`config.mk`:
```
export PLATFORM = sky130hd
export DESIGN_NAME = adder_result_stage
export DESIGN_NICKNAME = d
export VERILOG_FILES = /design/src/rtl/adder_result_stage.sv
export SDC_FILE = /design/constraint.sdc
export NUM_CORES = 1
export LEC_CHECK = 0
export BUFFER_PORTS_ARGS = -buffer_cell sky130_fd_sc_hd__buf_2
export CELL_PAD_IN_SITES_DETAIL_PLACEMENT = 0
export CELL_PAD_IN_SITES_GLOBAL_PLACEMENT = 2
export CORE_MARGIN = 8
export CORE_UTILIZATION = 35
export CTS_BUF_LIST = sky130_fd_sc_hd__clkbuf_16
export CTS_CLUSTER_DIAMETER = 120
export DETAILED_ROUTE_END_ITERATION = 7
export PLACE_DENSITY = 0.85
export SETUP_SLACK_MARGIN = 0.05
export SLEW_MARGIN = 20
export SYNTH_ARGS = -nofsm -noshare
export SYNTH_HDL_FRONTEND = slang
export SYNTH_SLANG_ARGS = --single-unit
```
`constraint.sdc`:
```
create_clock -name clk -period 1.7 [get_ports clk]
set_input_delay 0.085 -clock clk [delete_from_list [all_inputs] [get_ports clk]]
set_output_delay 0.085 -clock clk [all_outputs]
set_load 0.02 [all_outputs]
```
`src/rtl/adder_result_stage.sv`:
```
// adder_result_stage
//   Result stage behind the 8-bit carry-lookahead add/sub unit.
//   - Captures the adder sum and carries when a result is pushed.
//   - Derives the carry/borrow, overflow, negative and zero flags at push time
//     and stores them alongside the sum.
//   - Buffers results in a 2-entry FIFO whose head is presented on R/C/V/N/Z.
//   - Holds a running accumulator that is fed back to the adder A operand.
//
// Ports
//   clk        in   rising-edge clock
//   rst_n      in   asynchronous active-low reset
//   in_valid   in   adder result presented
//   in_ready   out  stage can accept (queue not full)
//   S          in   [7:0] adder sum
//   c7         in   adder carry out of bit 7
//   c6         in   adder carry out of bit 6
//   m          in   adder mode (0 add, 1 subtract)
//   acc_en     in   load the pushed S into the accumulator
//   acc_clr    in   synchronous accumulator clear (wins over acc_en)
//   out_valid  out  queue head valid
//   out_ready  in   consumer accepts the head
//   R          out  [7:0] head result
//   C          out  head carry/borrow flag
//   V          out  head overflow flag
//   N          out  head negative flag
//   Z          out  head zero flag
//   acc        out  [7:0] accumulator, drives adder A
//   count      out  [1:0] queue occupancy 0..2

module adder_result_stage (
  input  logic       clk,
  input  logic       rst_n,
  input  logic       in_valid,
  output logic       in_ready,
  input  logic [7:0] S,
  input  logic       c7,
  input  logic       c6,
  input  logic       m,
  input  logic       acc_en,
  input  logic       acc_clr,
  output logic       out_valid,
  input  logic       out_ready,
  output logic [7:0] R,
  output logic       C,
  output logic       V,
  output logic       N,
  output logic       Z,
  output logic [7:0] acc,
  output logic [1:0] count
);

  // Occupancy state; the encoding doubles as the count output.
  typedef enum logic [1:0] {
    EMPTY = 2'd0,
    ONE   = 2'd1,
    FULL  = 2'd2
  } occ_t;

  occ_t state, state_next;

  // Queue storage: sum plus the four flags, one slot per pointer value.
  logic [7:0] res_mem  [2];
  logic       c_mem    [2];
  logic       v_mem    [2];
  logic       n_mem    [2];
  logic       z_mem    [2];

  logic       wr_ptr;
  logic       rd_ptr;

  logic       push;
  logic       pop;

  // Flags derived from the presented adder result.
  logic       c_in;
  logic       v_in;
  logic       n_in;
  logic       z_in;

  // ---------------------------------------------------------------------------
  // Handshake
  // ---------------------------------------------------------------------------
  // in_ready depends on registered state only, never on out_ready, so a full
  // queue refuses data even in a cycle where the head is being popped.
  assign in_ready  = (state != FULL);
  assign out_valid = (state != EMPTY);
  assign count     = state;

  assign push = in_valid  && in_ready;
  assign pop  = out_ready && out_valid;

  // ---------------------------------------------------------------------------
  // Flag derivation
  // ---------------------------------------------------------------------------
  // In subtract mode the adder computes A + ~B + 1, so a carry out means
  // "no borrow"; XOR with m turns it into a borrow flag.
  assign c_in = c7 ^ m;
  assign v_in = c7 ^ c6;
  assign n_in = S[7];
  assign z_in = (S == 8'h00);

  // ---------------------------------------------------------------------------
  // Occupancy FSM
  // ---------------------------------------------------------------------------
  always_ff @(posedge clk or negedge rst_n) begin
    if (!rst_n) begin
      state <= EMPTY;
    end else begin
      state <= state_next;
    end
  end

  always_comb begin
    state_next = state;
    case (state)
      EMPTY: begin
        // out_ready is irrelevant here: pop is gated by out_valid.
        if (push) begin
          state_next = ONE;
        end
      end
      ONE: begin
        if (push && !pop) begin
          state_next = FULL;
        end else if (pop && !push) begin
          state_next = EMPTY;
        end
      end
      FULL: begin
        // in_ready is low, so only a pop can change occupancy.
        if (pop) begin
          state_next = ONE;
        end
      end
      default: begin
        state_next = EMPTY;
      end
    endcase
  end

  // ---------------------------------------------------------------------------
  // Pointers (1 bit each, wrap modulo 2)
  // ---------------------------------------------------------------------------
  always_ff @(posedge clk or negedge rst_n) begin
    if (!rst_n) begin
      wr_ptr <= 1'b0;
      rd_ptr <= 1'b0;
    end else begin
      if (push) begin
        wr_ptr <= ~wr_ptr;
      end
      if (pop) begin
        rd_ptr <= ~rd_ptr;
      end
    end
  end

  // ---------------------------------------------------------------------------
  // Storage
  // ---------------------------------------------------------------------------
  // Push and pop together in ONE writes the slot after the head; the read
  // pointer advances onto it, so the new entry becomes head next cycle.
  always_ff @(posedge clk or negedge rst_n) begin
    if (!rst_n) begin
      for (int unsigned i = 0; i < 2; i++) begin
        res_mem[i] <= '0;
        c_mem[i]   <= 1'b0;
        v_mem[i]   <= 1'b0;
        n_mem[i]   <= 1'b0;
        z_mem[i]   <= 1'b0;
      end
    end else if (push) begin
      res_mem[wr_ptr] <= S;
      c_mem[wr_ptr]   <= c_in;
      v_mem[wr_ptr]   <= v_in;
      n_mem[wr_ptr]   <= n_in;
      z_mem[wr_ptr]   <= z_in;
    end
  end

  // Head outputs come straight from storage registers; there is no path from
  // the input data to R/C/V/N/Z within a cycle.
  assign R = res_mem[rd_ptr];
  assign C = c_mem[rd_ptr];
  assign V = v_mem[rd_ptr];
  assign N = n_mem[rd_ptr];
  assign Z = z_mem[rd_ptr];

  // ---------------------------------------------------------------------------
  // Accumulator
  // ---------------------------------------------------------------------------
  // Loads only on an accepted push, so acc_en on a refused or absent push
  // leaves the value alone. Pops have no effect.
  always_ff @(posedge clk or negedge rst_n) begin
    if (!rst_n) begin
      acc <= '0;
    end else if (acc_clr) begin
      acc <= '0;
    end else if (push && acc_en) begin
      acc <= S;
    end
  end

endmodule

```
* Yosys cells after proc, flatten, opt, wreduce, memory -nomap -nowiden
Index checks and enable logic that the tools add are counted.
** Word-level totals
- Flip-flop bits (word level) :: 36
- Input bits :: 17
- Output and inout bits :: 24
- Logic and storage cells :: 73
** Cells by class
- Order comparisons :: 3
- Equality and inequality tests :: 6
- Muxes and demuxes :: 31
- Bitwise operators :: 6
- Reductions and logical operators :: 13
** Operators by type and width (count)
- $mux 8 :: 6
- $bwmux 16 :: 1
- $mux 1 :: 13
- $bwmux 2 :: 4
- $demux 8 s1 :: 1
- $logic_not 8->1 :: 1
- $mux 2 :: 4
- $logic_and 1x1->1 :: 6
- $ne 2x2->1 const B :: 3
- $pmux 2 s3 :: 1
- $ge 2x2->1 const B :: 2
- $not 1->2 :: 2
- $reduce_bool 2->1 :: 2
- $ne 3x3->1 const B :: 1
- $reduce_and 3->1 :: 1
- $eq 2x1->1 const B :: 1
- $eq 2x2->1 const B :: 1
- $logic_not 1->1 :: 2
- $logic_not 2->1 :: 1
- $lt 2x1->1 const B :: 1
- $not 1->1 :: 2
- $xor 1x1->1 :: 2
- $demux 1 s1 :: 1

* Logic depth before layout (Yosys ltp)
Gate-level depths: netlist of run 1.
- Word-level depth :: 7
- Depth in mapped cells :: 6
- Depth with buffers taken out :: 6

* Worst setup path before layout of run 1
No wires, ideal clock.
- Path type :: register to register
- Start point :: reg state[1], in the netlist count[1]
- End point :: reg state[1], in the netlist count[1]
- Library setup time :: 0.084 ns
- Data arrival time :: 1.525 ns
- Required time :: 1.616 ns
- Setup slack :: 0.091 ns
- Stages on the path, launching flop included :: 7
- Cell sequence :: dfrtp_1 -> nor2b_4 -> inv_4 -> and2_2 -> ha_1 -> nand3b_1 -> o22ai_1
** On the way
- Longest elaborated chain between the ends :: 6
** Ends and longest elaborated chain
- start, declared :: RTL line 59 : occ_t state, state_next;
- start signal, assigned :: RTL line 109 : state <= state_next;
- $ne 2x2->1 * :: RTL line 85 : assign in_ready = (state != FULL);
- net in_ready :: RTL line 34 : output logic in_ready,
- $logic_and 1x1->1 * :: RTL line 89 : assign push = in_valid && in_ready;
- $logic_not 1->1 :: RTL line 125 : end else if (pop && !push) begin
- $logic_and 1x1->1 :: RTL line 125
- $ne 3x3->1 (no source line)
- $reduce_and 3->1 (no source line)
The timed path passes the listed nets; every way through them passes the cells marked *.
A chain may end at the register's enable or synchronous reset.

* Worst setup path after layout of run 1
- Start point :: reg state[1], in the netlist count[1]
- End point :: reg state[1], in the netlist count[1]
** On the way
- Longest elaborated chain between the ends :: 6
** Ends and longest elaborated chain (RTL line)
- $ne 2x2->1 or $reduce_bool 2->1 (tied branches) :: 85, 86
- $logic_and 1x1->1 (on tied branches) :: 89, 90
- $logic_not 1->1 (on tied branches) :: 125, 123
- $logic_and 1x1->1 (on tied branches) :: 125, 123
- $ne 3x3->1 (no source line) or $mux 2 (tied branches)
- $reduce_and 3->1 (no source line) or $pmux 2 s3 (tied branches)
Parallel ways exist; a longest one is shown, timed or not.

==> flow_metrics.env, run 1 <==
export IMPL_status="finished clean"
export IMPL_hpwl_um=2620
export IMPL_rows=25
export IMPL_timing_final_ws_setup_ns=0.0998
export IMPL_layout_worst_path_cycle_share_pct=94.1
export IMPL_grt_usage_pct=10.6
export IMPL_ys_warn_count=0
export IMPL_fp_coreArea_mm2=0.00463
export IMPL_holdPathStages=2
export IMPL_grt_pass1_vias=1239
export IMPL_cp_data_required_time_ns=1.88
export IMPL_totalWireLength_um=3550
export IMPL_tns_ns=0
export IMPL_holdWs_ns=0.0625
export IMPL_max_freq_ghz=0.625
export IMPL_hp_class="in -> reg"
export IMPL_power_leakage_nw=0.980
export IMPL_drt_first_iter_violations=35
export IMPL_nets=183
export IMPL_final_common_cell="buf_2"
export IMPL_clk_pin_slew_ns=0.05
export IMPL_antenna_found_initial=0
export IMPL_drt_first_pass_iters=4
export IMPL_critPathArrivalTime_ns=1.78
export IMPL_r2r_cells=6
export IMPL_rsz0062_at_grt="false"
export IMPL_grt_start_max_net_pins=35
export IMPL_drcViolationCount=0
export IMPL_multi_input_area_um2=742
export IMPL_drive_above_1_share_pct=53.3
export IMPL_dp_cells=211
export IMPL_irDropWorstVdd_v=0.000800
export IMPL_start_util_pct=35.8
export IMPL_cts_buffer_depth=2
export IMPL_synth_compound_area_share_pct=1.21
export IMPL_avgSynthCellArea_um2=13.8
export IMPL_num_vias=1053
export IMPL_synth_area_mm2=0.00166
export IMPL_final_cells=219
export IMPL_clock_latency_ns=0.27
export IMPL_h_tree_depth=2
export IMPL_skew_ns=0.00295
export IMPL_viasPerCell=4.81
export IMPL_ys_types=26
export IMPL_die_w_um=84.8
export IMPL_worst_pin_slew_ns=0.763
export IMPL_synthSimpleGateAreaFrac_pct=11.6
export IMPL_syn_to_final_growth_pct=24.1
export IMPL_yosys_mux_area_fraction_pct=29.1
export IMPL_die_area_mm2=0.00719
export IMPL_syn_nets=138
export IMPL_synth_xor_area_share_pct=2.11
export IMPL_clkSinkCount=34
export IMPL_n_antenna_cell=0
export IMPL_cp_slowest_stage_delay_ns=0.40
export IMPL_syn_inst=120
export IMPL_die_y_um=84.8
export IMPL_ys_ff_latch=34
export IMPL_cts_buffers_inserted=5
export IMPL_synthAdderAreaFrac_pct=0.755
export IMPL_cts_root_buf="clkbuf_16"
export IMPL_power_density_mw_per_mm2=1850
export IMPL_dpl_worst_slack_ns=0.0921
export IMPL_hold_violations=0
export IMPL_overflow=0
export IMPL_slew_headroom_pct=49.1
export IMPL_cts_tree="done"
export IMPL_cap_viol_max_count=0
export IMPL_endpoint_kind="register"
export IMPL_place_gp_congestion=0.692
export IMPL_wire_per_inst_um=16.2
export IMPL_critPathKind="reg -> reg"
export IMPL_worstPathCellList="nor2b_4, inv_4, and2_2, ha_1, nand3b_1, o22ai_1"
export IMPL_crit_fanout=5
export IMPL_report_final_slew_viol_count=0
export IMPL_setup_violations_final=0
export IMPL_final_seq_area_um2=852
export IMPL_post_route_min_period_ns=1.60
export IMPL_start_kind="register"
export IMPL_grt_first_pass_wirelength_um=6000
export IMPL_worst_path_max_delay_cell="dfrtp_1"
export IMPL_most_common_layout_cells="buf_2 (40), dfrtp_1 (33), mux2_2 (21), nand2b_1 (16), mux2i_1 (11)"
export IMPL_fillCellCount=440
export IMPL_seq_area_frac_synth_pct=51.4
export IMPL_synth_top_family_by_area="multiplexers"
export IMPL_drtAntennaViolNets=0
export IMPL_port_buffers=40
export IMPL_ioPinCount=41
[flip-flops by register name, summed over array words and instances (netlist names)]
register	flops
v_mem	2
count	2
c_mem	2
acc	8
rd_ptr	1
z_mem	2
res_mem	16
wr_ptr	1
[metrics by stage]
stage                     cell area [µm²]  power [mW]  utilization (%)
final                                2060        3.80             44.4
after CTS                            2050        3.85             44.4
after floorplan                      1660        2.52                -
after detailed placement             1910        2.99             41.2
after global placement               1910        2.94             41.2
after global routing                 2060        4.05             44.4
[worst max-delay path, delay by kind of cell (launching register included)]
| family | cells | cell delay [ns] |
|---|---|---|
| flip-flops | 1 | 0.40 |
| adder cells (fa/ha/maj) | 1 | 0.28 |
| buffers and inverters | 1 | 0.06 |
| AND/OR/NAND/NOR | 3 | 0.60 |
| AO/OA/AOI/OAI | 1 | 0.16 |
[what timing repair did]
item / CTS / global route
endpoints found under the setup margin: 0 / 1
hold endpoints to repair: 34 / 0
buffers inserted: 0 / 0
hold buffers: 1 / 0
resized for setup: 0 / 1
[synthesized netlist by cell type]
| master | n | share of area (%) |
|---|---|---|
| and2_2 | 1 | 0.45 |
| and3_4 | 1 | 0.68 |
| buf_2 | 1 | 0.30 |
| buf_4 | 1 | 0.45 |
| buf_6 | 3 | 2.0 |
| clkbuf_1 | 1 | 0.23 |
| dfrtp_1 | 34 | 51 |
| ha_1 | 1 | 0.76 |
| inv_1 | 2 | 0.45 |
| inv_4 | 1 | 0.38 |
| mux2_2 | 21 | 14 |
| mux2_4 | 9 | 8.2 |
| mux2i_1 | 11 | 6.6 |
| nand2_1 | 3 | 0.68 |
| nand2b_1 | 16 | 6.0 |
| nand3_2 | 1 | 0.60 |
| nand3b_1 | 1 | 0.45 |
| nor2b_4 | 1 | 0.83 |
| nor3b_2 | 1 | 0.76 |
| nor4_1 | 2 | 0.76 |
| o21ai_0 | 1 | 0.30 |
| o22ai_1 | 1 | 0.38 |
| o2bb2ai_1 | 1 | 0.53 |
| or2_2 | 1 | 0.38 |
| xnor2_1 | 1 | 0.53 |
| xor2_1 | 3 | 1.6 |
[cell type report]
cell class                 instances  share of cell area [%]
timing repair buffer              44                    11.9
clock buffer                       5                    6.09
inverter                           3                   0.670
tap                               54                    3.29
clock inverter                     2                   0.487
sequential                        34                    41.4
multi-input combinational         77                    36.1
[power breakdown]
| part | total, mW | leakage [nW] | switching (mW) | internal [mW] |
|---|---|---|---|---|
| clock network | 0.833 | 0.0694 | 0.306 | 0.527 |
| logic | 1.63 | 0.492 | 0.792 | 0.841 |
| registers | 1.33 | 0.419 | 0.210 | 1.12 |
[path summary, 6_finish.rpt]
path	slack [ns]	startpoint	endpoint
min reg2reg	0.51	res_mem[15]	res_mem[15]
max reg2reg	0.1	count[1]	count[1]
max in group asynchronous	0.74	rst_n	count[0]
max	0.1	count[1]	count[1]
min in group asynchronous	0.43	rst_n	acc[5]
min	0.06	out_ready	count[0]
[per-layer routing]
| metal | GRT usage [%] | share of wire (%) |
|---|---|---|
| met4 | 3.40 | 1.0 |
| met3 | 5.46 | 7.2 |
| met5 | 0 | 0 |
| met2 | 16.8 | 47 |
| met1 | 12.1 | 45 |
[kinds of logic (layout without fill, tap and decap cells)]
family | Yosys count | count (layout)
multiplexers | 41 | 41
flip-flops | 34 | 34
AND/OR/NAND/NOR | 28 | 28
buffers and inverters | 9 | 54
XOR/XNOR | 4 | 4
AO/OA/AOI/OAI | 3 | 3
adder cells (fa/ha/maj) | 1 | 1
(Power assumes the default switching activity.)
==> inputs of run 2 (changes only) <==
- SKIP_CTS_REPAIR_TIMING: default -> 1
- SLEW_MARGIN: 20 -> default
- clock period: 1.7 -> 1.8 ns (I/O delays scaled with it)
==> run 2 against run 1 <==
  * Sequential power down 3%
  * Critical path depth is 4 lower
  * Clock power is 33% higher
  * Total power grew 1.5%
  * Worst setup slack gained 0.069 ns
  * Sequential share of layout area shrank 0.66 points
  * First-iteration DRC count fell by 23%
  * Non-clock buffer count fell by 2
  * Clock skew barely moved
  * Design area grew 1.5%
==> flow_metrics.env, run 2 (synthesized netlist as in run 1, its figures left out) <==
export IMPL_ioPinCount=41
export IMPL_die_w_um=84.8
export IMPL_endpoint_kind="output port"
export IMPL_cts_buffer_depth=2
export IMPL_tns_ns=0
export IMPL_nets=181
export IMPL_drcViolationCount=0
export IMPL_die_y_um=84.8
export IMPL_clkPwrFrac_pct=28.9
export IMPL_port_buffers=40
export IMPL_grt_usage_pct=10.7
export IMPL_clkSinkCount=34
export IMPL_grt_first_pass_wirelength_um=6070
export IMPL_cts_buffers_inserted=5
export IMPL_grt_pass1_vias=1244
export IMPL_n_antenna_cell=0
export IMPL_totalWireLength_um=3670
export IMPL_syn_to_final_growth_pct=25.9
export IMPL_status="finished clean"
export IMPL_hp_class="in -> reg"
export IMPL_pwr_share_comb_pct=37.7
export IMPL_critPathKind="reg -> out"
export IMPL_start_kind="register"
export IMPL_power_density_mw_per_mm2=1850
export IMPL_cts_tree="done"
export IMPL_crit_fanout=13
export IMPL_place_gp_congestion=0.705
export IMPL_start_util_pct=35.8
export IMPL_seqPwrFrac_pct=33.5
export IMPL_worst_pin_slew_ns=0.780
export IMPL_final_common_cell="buf_2"
export IMPL_most_common_layout_cells="buf_2 (40), dfrtp_1 (34), mux2_2 (21), nand2b_1 (16), mux2i_1 (11)"
export IMPL_grt_start_max_net_pins=35
export IMPL_power_leakage_nw=0.992
export IMPL_slew_headroom_pct=48.0
export IMPL_setup_violations_final=0
export IMPL_hold_violations=0
export IMPL_overflow=0
export IMPL_skew_ns=0.00276
export IMPL_cts_root_buf="clkbuf_16"
export IMPL_clk_pin_slew_ns=0.05
export IMPL_fp_coreArea_mm2=0.00463
export IMPL_die_area_mm2=0.00719
export IMPL_rows=25
export IMPL_critPathArrivalTime_ns=1.54
export IMPL_p_sw_mw=1.26
export IMPL_cap_viol_max_count=0
export IMPL_viasPerCell=4.91
export IMPL_drtAntennaViolNets=0
export IMPL_post_route_min_period_ns=1.63
export IMPL_swShare_pct=32.7
export IMPL_h_tree_depth=2
export IMPL_max_freq_ghz=0.613
export IMPL_total_power_mw=3.85
export IMPL_regMostFlops="res_mem"
export IMPL_drt_first_pass_iters=4
export IMPL_largest_reg_flops=16
export IMPL_report_final_slew_viol_count=0
export IMPL_wire_per_inst_um=16.8
export IMPL_hpwl_um=2660
export IMPL_irDropWorstVdd_v=0.000843
export IMPL_layout_worst_path_cycle_share_pct=90.6
export IMPL_rsz0062_at_grt="false"
export IMPL_intPower_mw=2.59
export IMPL_reg_top3="res_mem: 16 flops, acc: 8 flops"
export IMPL_drt_first_iter_violations=27
export IMPL_antenna_found_initial=0
export IMPL_clock_latency_ns=0.27
export IMPL_cp_data_required_time_ns=1.71
export IMPL_num_vias=1071
export IMPL_drive_above_1_share_pct=52.4
-- run 2: changes by cell type in the layout (fill, tap and decap cells not counted) --
cell,delta
bufinv_16,+2
clkinv_2,-2
buf_12,-1
buf_4,-1
clkinv_4,+1
dfrtp_1,+1
dfrtp_2,-1
-- run 2: layout make-up --
cell class	count	area, µm²
fillers	424	2540
multi-input cells	77	742
well taps	54	67.6
clock inverters	3	68.8
repair buffers	42	218
flip-flops and latches	34	851
clock buffers	5	125
inverters	3	13.8
-- run 2: per-stage QoR --
stage	utilization [%]	hold WS, ns	cells	setup slack (ns)	area (µm²)
after CTS	44.8	-0.0832	217	0.132	2080
after global routing	45.1	0.0578	218	0.0738	2090
after floorplan	-	-0.206	120	0.191	1660
final	45.1	0.0588	218	0.169	2090
after global placement	40.6	0.194	209	0.293	1880
after detailed placement	40.6	0.214	209	0.211	1880
-- run 2: per-layer routing --
metal	vias to the layer above	part of all wire (%)	global-route usage, %
li1	498	-	-
met1	538	44	12.0
met2	31	48	17.5
met3	4	7.0	4.88
met4	0	0.82	3.40
met5	-	0	0
-- run 2: worst paths after layout --
kind,startpoint,to,slack [ns],cells after the start
max in group asynchronous,rst_n,res_mem[10],0.87,2
hold reg to reg,res_mem[6],res_mem[6],0.50,1
hold / removal,out_ready,count[1],0.06,2
setup reg to reg,count[1],count[1],0.20,6
setup / recovery,rd_ptr,R[7],0.17,2
min in group asynchronous,rst_n,acc[3],0.44,2
-- run 2: critical path: stages (launching register included) --
cell,delay [ns]
dfrtp_1,0.69
mux2_2,0.41
buf_2,0.16
-- run 2: power groups by stage --
stage          Combinational (mW)  Sequential (mW)  Clock, mW
2_1_floorplan                1.14             1.24          0
3_3_place_gp                 1.43             1.28          0
3_5_place_dp                 1.47             1.30          0
4_1_cts                      1.48             1.29       1.14
5_1_grt                      1.56             1.33       1.17
6_report                     1.45             1.29       1.11
==> inputs of run 3 (changes only) <==
--- a/config.mk
+++ b/config.mk
@@ -14,5 +14,5 @@
 export CTS_CLUSTER_DIAMETER = 120
 export DETAILED_ROUTE_END_ITERATION = 7
-export PLACE_DENSITY = 0.85
+export PLACE_DENSITY = 0.81
 export SETUP_SLACK_MARGIN = 0.05
 export SKIP_CTS_REPAIR_TIMING = 1
==> constraint.sdc (replaced) <==
create_clock -name clk -period 1.8 [get_ports clk]
set_input_delay 0.45 -clock clk [delete_from_list [all_inputs] [get_ports clk]]
set_output_delay 0.45 -clock clk [all_outputs]
set_load 0.02 [all_outputs]
==> run 3 against run 2 <==
  * Total power grew 5.3%
  * Clock power fell by 17%
  * Critical path depth up 1
  * Non-clock buffer count grew 6
  * Sequential cell count stayed put
  * Worst setup slack got worse by 0.13 ns
  * Via count increased by 0.37%
  * Count of clock-buffer cells in the layout unchanged
  * Clock skew grew 0.0019 ns
  * Wire length fell by 0.33%
  * Critical endpoint is now R[0]
  * Largest cell class unchanged
==> flow_metrics.env, run 3 (synthesized netlist as in run 1, its figures left out) <==
export IMPL_drtAntennaViolNets=0
export IMPL_largest_reg_flops=16
export IMPL_tns_ns=0
export IMPL_rsz0062_at_grt="true"
export IMPL_critPathArrivalTime_ns=1.31
export IMPL_hp_class="in -> async"
export IMPL_overflow=0
export IMPL_h_tree_depth=2
export IMPL_dp_cells=213
export IMPL_report_final_slew_viol_count=0
export IMPL_hold_violations=0
export IMPL_max_freq_ghz=0.569
export IMPL_die_area_mm2=0.00719
export IMPL_hpwl_um=2660
export IMPL_grt_pass1_vias=1191
export IMPL_start_util_pct=35.8
export IMPL_grt_first_pass_wirelength_um=6000
export IMPL_reg_top3="res_mem: 16 flops, acc: 8 flops"
export IMPL_irDropWorstVdd_v=0.000856
export IMPL_setup_violations_final=0
export IMPL_slew_headroom_pct=71.4
export IMPL_ioPinCount=41
export IMPL_cts_buffer_depth=2
export IMPL_skew_ns=0.00465
export IMPL_die_w_um=84.8
export IMPL_cp_slowest_stage_delay_ns=0.41
export IMPL_worst_pin_slew_ns=0.429
export IMPL_drt_first_pass_iters=4
export IMPL_totalWireLength_um=3660
export IMPL_syn_to_final_growth_pct=31.3
export IMPL_regMostFlops="res_mem"
export IMPL_fillCellCount=423
export IMPL_endpoint_kind="output port"
export IMPL_place_gp_congestion=0.668
export IMPL_worstPathCellList="buf_4, mux2_2, buf_2"
export IMPL_clkSinkCount=34
export IMPL_cts_root_buf="clkbuf_16"
export IMPL_final_cells=223
export IMPL_grt_start_max_net_pins=35
export IMPL_cp_top_family="flip-flops"
export IMPL_cp_data_required_time_ns=1.35
export IMPL_drcViolationCount=0
export IMPL_final_seq_area_um2=852
export IMPL_crit_fanout=4
export IMPL_nets=187
export IMPL_n_antenna_cell=0
export IMPL_layout_worst_path_cycle_share_pct=97.6
export IMPL_fp_coreArea_mm2=0.00463
export IMPL_power_leakage_nw=1.04
export IMPL_status="finished clean"
export IMPL_critPathBufInv=2
export IMPL_multi_input_area_um2=757
export IMPL_antenna_found_initial=0
export IMPL_most_common_layout_cells="dfrtp_1 (33), buf_2 (30), mux2_2 (17), nand2b_1 (16), mux2_4 (13)"
export IMPL_timing_final_ws_setup_ns=0.0426
export IMPL_critPathKind="reg -> out"
export IMPL_place_area_mm2=0.00191
export IMPL_cap_viol_max_count=0
export IMPL_grt_usage_pct=10.6
export IMPL_start_kind="register"
export IMPL_cts_buffers_inserted=5
export IMPL_power_density_mw_per_mm2=1860
export IMPL_final_common_cell="dfrtp_1"
export IMPL_dpl_worst_slack_ns=0.223
export IMPL_clk_pin_slew_ns=0.05
export IMPL_die_y_um=84.8
export IMPL_cts_tree="done"
export IMPL_viasPerCell=4.82
export IMPL_post_route_min_period_ns=1.76
export IMPL_num_vias=1075
export IMPL_drive_above_1_share_pct=54.4
export IMPL_port_buffers=40
export IMPL_drt_first_iter_violations=26
export IMPL_finalInstanceArea_mm2=0.00218
export IMPL_clock_latency_ns=0.27
export IMPL_worst_path_max_delay_cell="dfrtp_2"
export IMPL_rows=25
export IMPL_wire_per_inst_um=16.4
==> run 3: cell count changes in the layout (fill, tap and decap cells not counted), sizes merged <==
cell / previous run / this run
buf: 41 / 48
dlygate4sd3: 1 / 0
bufinv: 2 / 1
==> run 3: metal layers <==
layer	GRT usage (%)	vias up	share of wire, %
li1	-	509	-
met1	13.0	530	47
met2	15.9	30	46
met3	4.29	6	6.0
met4	4.37	0	1.4
met5	0	-	0
==> run 3: worst reg2reg max path, delay by kind of cell, from the launching register on <==
kind	cells	cell delay (ns)
adders and majority gates	1	0.28
DFF	1	0.45
and+or+nand+nor	3	0.56
buffers and inverters	1	0.06
AOI/OAI and AO/OA	1	0.14
==> run 3: stage by stage <==
step / hold WS, ns / total power, mW / util, %
2_1_floorplan: 0.154 / 2.38 / -
3_3_place_gp: 0.485 / 2.77 / 41.3
3_5_place_dp: 0.489 / 2.81 / 41.3
4_1_cts: 0.213 / 3.76 / 44.7
5_1_grt: 0.237 / 4.28 / 47.0
6_report: 0.205 / 4.06 / 47.0
==> run 3: cell type report <==
type	instances	share of cell area, %
clock inverters	2	1.55
repair buffers	48	15.0
clock buffers	5	5.75
well taps	54	3.11
flip-flops and latches	34	39.2
multi-input cells	77	34.8
inverters	3	0.633
==> run 3: report_power, final <==
part / internal, mW / total (mW) / leakage [nW] / switching, mW
clock network: 0.639 / 0.923 / 0.0773 / 0.284
logic: 1.06 / 1.88 / 0.545 / 0.820
registers: 1.06 / 1.25 / 0.419 / 0.195
==> run 3: path summary, 6_finish.rpt <==
check,startpoint,to,slack [ns],cells after the start
min in group clk,out_ready,count[1],0.42,2
worst min register to register,res_mem[12],res_mem[12],0.50,1
worst max-delay path,rd_ptr,R[0],0.04,3
worst max register to register,count[0],count[1],0.22,6
max in group asynchronous,rst_n,rd_ptr,1.27,2
worst min-delay path,rst_n,z_mem[1],0.21,2
